`src/rtl/nibble_acc_pkg.sv`:
```
// Shared types and helpers for the nibble-serial accumulator.
package nibble_acc_pkg;

  localparam int NIBBLE_W = 4;

  typedef enum logic [1:0] {
    ST_IDLE,
    ST_ADD,
    ST_DONE
  } state_t;

  // Never returns less than 1, so a single-nibble accumulator still gets a real counter.
  function automatic int clog2(input int n);
    int r;
    r = 1;
    while ((1 << r) < n) r++;
    return r;
  endfunction

endpackage

```
`src/rtl/nibble_add_slice.sv`:
```
// Combinational 4-bit add slice with carry in/out.
module nibble_add_slice (
  input  logic [3:0] a,
  input  logic [3:0] b,
  input  logic       cin,
  output logic [3:0] sum,
  output logic       cout
);

  assign {cout, sum} = {1'b0, a} + {1'b0, b} + {4'b0000, cin};

endmodule

```
`src/rtl/nibble_serial_accumulator.sv`:
```
// Serial unsigned accumulator: one nibble per clock through a single add slice.
// Optional macro SATURATE_EN clamps the result to all ones on carry-out instead of wrapping.
module nibble_serial_accumulator
  import nibble_acc_pkg::*;
#(
  parameter int WIDTH     = 16,
  parameter int ACC_WIDTH = 24
) (
  input  logic                 clk,
  input  logic                 rst,
  input  logic                 clear,
  input  logic                 in_valid,
  output logic                 in_ready,
  input  logic [WIDTH-1:0]     in_data,
  output logic [ACC_WIDTH-1:0] acc_out,
  output logic                 out_valid,
  output logic                 overflow,
  output logic                 busy
);

  localparam int N  = ACC_WIDTH / NIBBLE_W;
  localparam int CW = clog2(N);
  localparam logic [CW-1:0] LAST_CNT = CW'(N - 1);

  if ((WIDTH % 4 != 0) || (ACC_WIDTH % 4 != 0) || (ACC_WIDTH < WIDTH)) begin : g_param_check
    $error("nibble_serial_accumulator: WIDTH and ACC_WIDTH must be multiples of 4 with ACC_WIDTH >= WIDTH");
  end

  state_t                 state;
  state_t                 state_nxt;
  logic [ACC_WIDTH-1:0]   acc;
  logic [ACC_WIDTH-1:0]   op;
  logic [ACC_WIDTH-1:0]   rotated;
  logic [CW-1:0]          cnt;
  logic                   carry;
  logic [NIBBLE_W-1:0]    sum;
  logic                   cout;
  logic                   last;

  nibble_add_slice u_slice (
    .a    (acc[NIBBLE_W-1:0]),
    .b    (op[NIBBLE_W-1:0]),
    .cin  (carry),
    .sum  (sum),
    .cout (cout)
  );

  // The new nibble enters at the top, so after N cycles acc is back in natural order.
  if (N == 1) begin : g_rot_single
    assign rotated = sum;
  end else begin : g_rot_multi
    assign rotated = {sum, acc[ACC_WIDTH-1:NIBBLE_W]};
  end

  assign last      = (cnt == LAST_CNT);
  assign in_ready  = (state == ST_IDLE) && !clear;
  assign busy      = (state != ST_IDLE);
  assign out_valid = (state == ST_DONE);

  always_ff @(posedge clk) begin
    if (rst) state <= ST_IDLE;
    else     state <= state_nxt;
  end

  always_comb begin
    state_nxt = state;
    case (state)
      ST_IDLE: if (in_valid && in_ready) state_nxt = ST_ADD;
      ST_ADD:  if (last) state_nxt = ST_DONE;
      ST_DONE: state_nxt = ST_IDLE;
      default: state_nxt = ST_IDLE;
    endcase
  end

  // acc_out is only written on the final add edge, so it never exposes a half-rotated acc.
  always_ff @(posedge clk) begin
    if (rst) begin
      acc      <= '0;
      op       <= '0;
      cnt      <= '0;
      carry    <= 1'b0;
      acc_out  <= '0;
      overflow <= 1'b0;
    end else begin
      case (state)
        ST_IDLE: begin
          if (clear) begin
            acc      <= '0;
            acc_out  <= '0;
            overflow <= 1'b0;
          end else if (in_valid) begin
            op    <= ACC_WIDTH'(in_data);
            cnt   <= '0;
            carry <= 1'b0;
          end
        end
        ST_ADD: begin
          acc   <= rotated;
          op    <= op >> NIBBLE_W;
          carry <= cout;
          cnt   <= cnt + CW'(1);
          if (last) begin
            carry    <= 1'b0;
            overflow <= overflow | cout;
`ifdef SATURATE_EN
            if (cout) begin
              acc     <= '1;
              acc_out <= '1;
            end else begin
              acc_out <= rotated;
            end
`else
            acc_out <= rotated;
`endif
          end
        end
        default: ;
      endcase
    end
  end

endmodule

```
`config.mk`:
```
export PLATFORM = sky130hd
export DESIGN_NAME = nibble_serial_accumulator
export DESIGN_NICKNAME = d
export VERILOG_FILES = /design/src/rtl/nibble_acc_pkg.sv /design/src/rtl/nibble_add_slice.sv /design/src/rtl/nibble_serial_accumulator.sv
export SDC_FILE = /design/constraint.sdc
export NUM_CORES = 1
export LEC_CHECK = 0
export CAP_MARGIN = 30
export CORE_MARGIN = 3
export CORE_UTILIZATION = 45
export CTS_CLUSTER_SIZE = 8
export DETAILED_ROUTE_END_ITERATION = 7
export PLACE_DENSITY = 0.77
export SYNTH_ARGS = -nofsm -noshare
export SYNTH_HDL_FRONTEND = slang
export SYNTH_HIERARCHICAL = 1
export SYNTH_SLANG_ARGS = --single-unit
```
`constraint.sdc`:
```
create_clock -name clk -period 3.25 [get_ports clk]
set_input_delay 0.65 -clock clk [delete_from_list [all_inputs] [get_ports clk]]
set_output_delay 0.65 -clock clk [all_outputs]
set_load 0.03 [all_outputs]
```
# Yosys cells after proc, flatten, opt, wreduce, memory -nomap -nowiden
# Cells that the tools add are included.
# word_totals
register_bits,79
in_bits,20
output_inout_bits,28
elab_cells,49
# op_classes
add_sub_neg,3
n_eq_ne,8
muxes,20
bitwise,1
n_reduce_logical,10
# ops
cell,n
24-bit one-hot mux with 2 select lines,3
24-bit 2-to-1 mux,4
2-bit inequality test (second input constant),4
3-bit 2-to-1 mux,2
3-bit one-hot mux with 2 select lines,1
3-bit AND reduction,2
4-bit by 4-bit adder with 5-bit output,1
5-bit by 1-bit adder with 5-bit output,1
1-bit 2-to-1 mux,5
2-bit 2-to-1 mux,2
1-bit one-hot mux with 2 select lines,2
2-bit one-hot mux with 2 select lines,1
2-bit AND reduction,2
2-bit nonzero test,2
3-bit by 1-bit adder with 3-bit output (second input constant),1
3-bit == test (second input constant),1
2-bit by 1-bit == test with 1-bit output (second input constant),1
2-bit == test (second input constant),1
1-bit logical AND,2
2-bit logical NOT,1
2-bit by 1-bit inequality test with 1-bit output (second input constant),1
1-bit logical NOT,1
1-bit OR,1

# Logic depth before layout (Yosys ltp)
# depth
word_depth,5
depth_mapped,8
mapped_depth_nobuf,8

# Cells and area by module
# Netlist, hierarchy kept.
# modules_own_cells
module,instances,cells_each,area_per_inst_um2,seq_area_each_um2
nibble_serial_accumulator,1,282,2728.9,1421.4
nibble_add_slice,1,16,143.9,0.0

# Worst setup path after synthesis
# No wires, ideal clock.
# synth_path
path_kind,reg2out
start,reg state[1]
end,out in_ready
arrival_ns,1.386
required_time_ns,2.600
slack_ns,1.214
stages_incl_launch_ff,6
n_path_buf,2
cell_sequence,dfxtp_1 -> buf_4 -> clkbuf_1 -> nor2_1 -> inv_1 -> nor2_1
# synth_via
elab_chain_len,2
# synth_lines
element,line_no,rtl
from (decl),nibble_serial_accumulator.sv:29,state_t state;
from (signal assigned),nibble_serial_accumulator.sv:62,else state <= state_nxt;
2-bit logical NOT,nibble_serial_accumulator.sv:56,assign in_ready = (state == ST_IDLE) && !clear;
1-bit logical AND,nibble_serial_accumulator.sv:56,
to (decl),nibble_serial_accumulator.sv:13,"output logic in_ready,"
# No other way between the ends.

# Worst setup path after layout
# layout_path
start,in clear
end,out in_ready
# layout_via
elab_chain_len,2
# layout_lines
element,line_no,rtl
from (decl),nibble_serial_accumulator.sv:11,"input logic clear,"
1-bit logical NOT,nibble_serial_accumulator.sv:56,
1-bit logical AND,nibble_serial_accumulator.sv:56,
# No other way between the ends.

==> results.sh <==
export IMPL_status="finished clean"
export IMPL_hpwl_mm=4.29
export IMPL_finalHoldViolCount=0
export IMPL_dr_pass1_iters=4
export IMPL_drt_iter0_markers=149
export IMPL_antenna_found_initial=0
export IMPL_critPathLaunch="clear"
export IMPL_seq_area_sq_um=1420
export IMPL_synth_edff_count=0
export IMPL_drtAntennaViolNets=0
export IMPL_clockBufferDepth=2
export IMPL_vias_per_cell=5.49
export IMPL_power_leakage_nw=1.33
export IMPL_place_congestion=0.774
export IMPL_worst_slew_pin_slew_ns=0.689
export IMPL_cts_resized=0
export IMPL_start_util_pct=47.4
export IMPL_htree_levels=3
export IMPL_cts_tree="done"
export IMPL_clock_skew_ns=0.00666
export IMPL_cts_buffers=9
export IMPL_nets=369
export IMPL_syn_inst=298
export IMPL_syn_nets=325
export IMPL_drv_slew=0
export IMPL_max_slew_margin_rel_pct=53.9
export IMPL_fillers=555
export IMPL_async_reset_ff_share_pct=0
export IMPL_hp_start="op[12]"
export IMPL_r2r_slack_ns=1.12
export IMPL_cpMostUsedCell="clkdlybuf4s50_1"
export IMPL_multi_input_area_sq_um=1240
export IMPL_grt_pass1_wl_mm=10.5
export IMPL_rsz0062_at_grt="false"
export IMPL_slowest_delay_ns=0.68
export IMPL_post_route_min_period_ns=2.63
export IMPL_ys_seq_area_share_pct=49.5
export IMPL_setup_tns_ns=0
export IMPL_worst_path_max_fanout=5
export IMPL_r2r_end="cnt[2]"
export IMPL_finalSetupViolCount=0
export IMPL_critPathRequiredTime_ns=2.60
export IMPL_io_buffers=47
export IMPL_power_density_nw_per_um2=480
export IMPL_preCtsSetupSlack_ns=0.637
export IMPL_wl_per_cell_um=14.7
export IMPL_critPathTopFamily="buffers and inverters"
export IMPL_core_sq_um=6060
export IMPL_holdPathStages=2
export IMPL_fin_ws_ns=0.623
export IMPL_synth_distinct_cells=38
export IMPL_die_h_um=85.9
export IMPL_cap_violations=0
export IMPL_hp_class="reg2reg"
export IMPL_antenna_cells=0
export IMPL_grt_pass1_vias=2195
export IMPL_finalCritPeriodShare_pct=80.8
export IMPL_hold_end="op[8]"
export IMPL_worstSetupPathType="in2out"
export IMPL_reg2reg_depth=5
export IMPL_post_cts_buffers=0
export IMPL_irDropWorstVdd_mv=0.315
export IMPL_grt_start_max_net_pins=30
export IMPL_grt_util_all_layers_pct=17.9
export IMPL_synth_seq_cells=71
export IMPL_crit_arrival_ns=1.98
export IMPL_crit_chain="clkdlybuf4s50_1 -> nor2_1 -> clkdlybuf4s50_1"
export IMPL_max_freq_mhz=381
export IMPL_synth_warnings=6
export IMPL_cp_slowest_cell="clkdlybuf4s50_1"
export IMPL_clkTransAtPathRegs_ns=0.07
export IMPL_clock_sinks=71
export IMPL_num_vias=2317
export IMPL_critPathBufInv=2
export IMPL_die_area_sq_um=7380
export IMPL_worstSkewPairLatency_ns=0.34
export IMPL_drive_gt1_share_pct=10.1
export IMPL_endpoint_kind="primary output"
export IMPL_grt_overflow_total=0
export IMPL_die_w_um=85.9
export IMPL_ys_flop_type="dfxtp_1"
export IMPL_cts_root_buf="clkbuf_8"
export IMPL_syn_to_final_growth_pct=24.0
export IMPL_rows=28
export IMPL_syn_area_sq_um=2870
export IMPL_cts_hold_buf=0
export IMPL_worstSetupStartpointType="input pin"
export IMPL_r2r_start="state[1]"
export IMPL_wirelength_mm=6.21
export IMPL_ioPinCount=48
export IMPL_drc=0
export IMPL_avgSynthCellArea_sq_um=9.64
[Yosys cell counts, types with 3 or more instances]
cell | n | area, sq um
a221o_1 | 12 | 120
buf_2 | 9 | 45.0
a22o_1 | 24 | 210
a22oi_1 | 24 | 180
buf_6 | 3 | 33.8
o2bb2ai_1 | 4 | 35.0
nand2_1 | 26 | 97.6
inv_1 | 19 | 71.3
dfxtp_1 | 71 | 1420
nor2_1 | 40 | 150
a31oi_1 | 13 | 81.3
ha_1 | 5 | 62.6
nand2b_1 | 8 | 50.1
nor2b_1 | 3 | 18.8
buf_4 | 3 | 22.5
clkbuf_1 | 8 | 30.0
[cells by family after synthesis]
kind of cell / synth area share (%)
compound gates: 25.8
xor+xnor: 0.610
fa+ha+maj: 3.57
buf+inv: 7.32
flops: 49.5
simple gates: 13.2
[how the worst max path moves through the flow]
stage          endpoint  slack (ns)  cells past startpoint
2_1_floorplan  in_ready        1.21                      5
3_3_place_gp   in_ready        0.62                      3
3_5_place_dp   in_ready        0.64                      3
4_1_cts        in_ready        0.63                      3
5_1_grt        in_ready        0.56                      3
6_report       in_ready        0.62                      3
[per-layer routing]
metal	GRT usage [%]	part of all wire [%]	wire length, um
met5	0	0	0
met1	22.8	44	2750
met3	6.34	5.6	347
met4	4.03	0.47	29
met2	29.3	50	3080
[per-stage QoR]
step	hold WS, ns	util, %	total power [mW]	cell area (sq um)	instances
floorplan	0.447	-	1.04	2870	298
global placement	0.451	55.8	1.09	3380	406
detailed placement	0.462	55.8	1.10	3380	406
CTS	0.473	58.8	1.73	3560	422
global route	0.499	58.8	1.79	3560	422
finish	0.468	58.8	1.71	3560	422
[report_power, final]
| part | switching (mW) | leakage [nW] | total (mW) | internal [mW] |
|---|---|---|---|---|
| registers | 0.0177 | 0.575 | 0.908 | 0.890 |
| logic | 0.0965 | 0.671 | 0.169 | 0.0728 |
| clock network | 0.335 | 0.0849 | 0.634 | 0.300 |
[worst min-delay path, stage by stage, from the launching register on]
cell     delay (ns)
dfxtp_1        0.31
nand2_1        0.05
a31oi_1        0.07
[registers in the layout (all words and copies together) (netlist names)]
| signal | flops |
|---|---|
| acc | 24 |
| acc_out | 24 |
| op | 16 |
| cnt | 3 |
| state | 2 |
| carry | 1 |
| overflow | 1 |
[area by class of cell]
cell class	instances	share of cell area (%)
Clock buffer	10	3.86
Clock inverter	6	1.26
Multi-Input combinational cell	183	34.9
Timing Repair Buffer	57	15.3
Inverter	20	2.11
Sequential cell	71	39.9
Tap cell	75	2.63
[placed cells by master, fill, tap and decap left out, types with 3 or more instances in the layout]
cell type        synthesis  final
inv_1                   19     19
ha_1                     5      5
a22oi_1                 24     24
clkbuf_8                 0     10
a31oi_1                 13     13
dfxtp_1                 71     71
nor2_1                  40     40
a221o_1                 12     12
buf_4                    3     10
nand2b_1                 8      8
clkdlybuf4s50_1          0     47
clkinvlp_4               0      3
nand2_1                 26     26
o2bb2ai_1                4      4
a22o_1                  24     24
(Power assumes the default switching activity.)
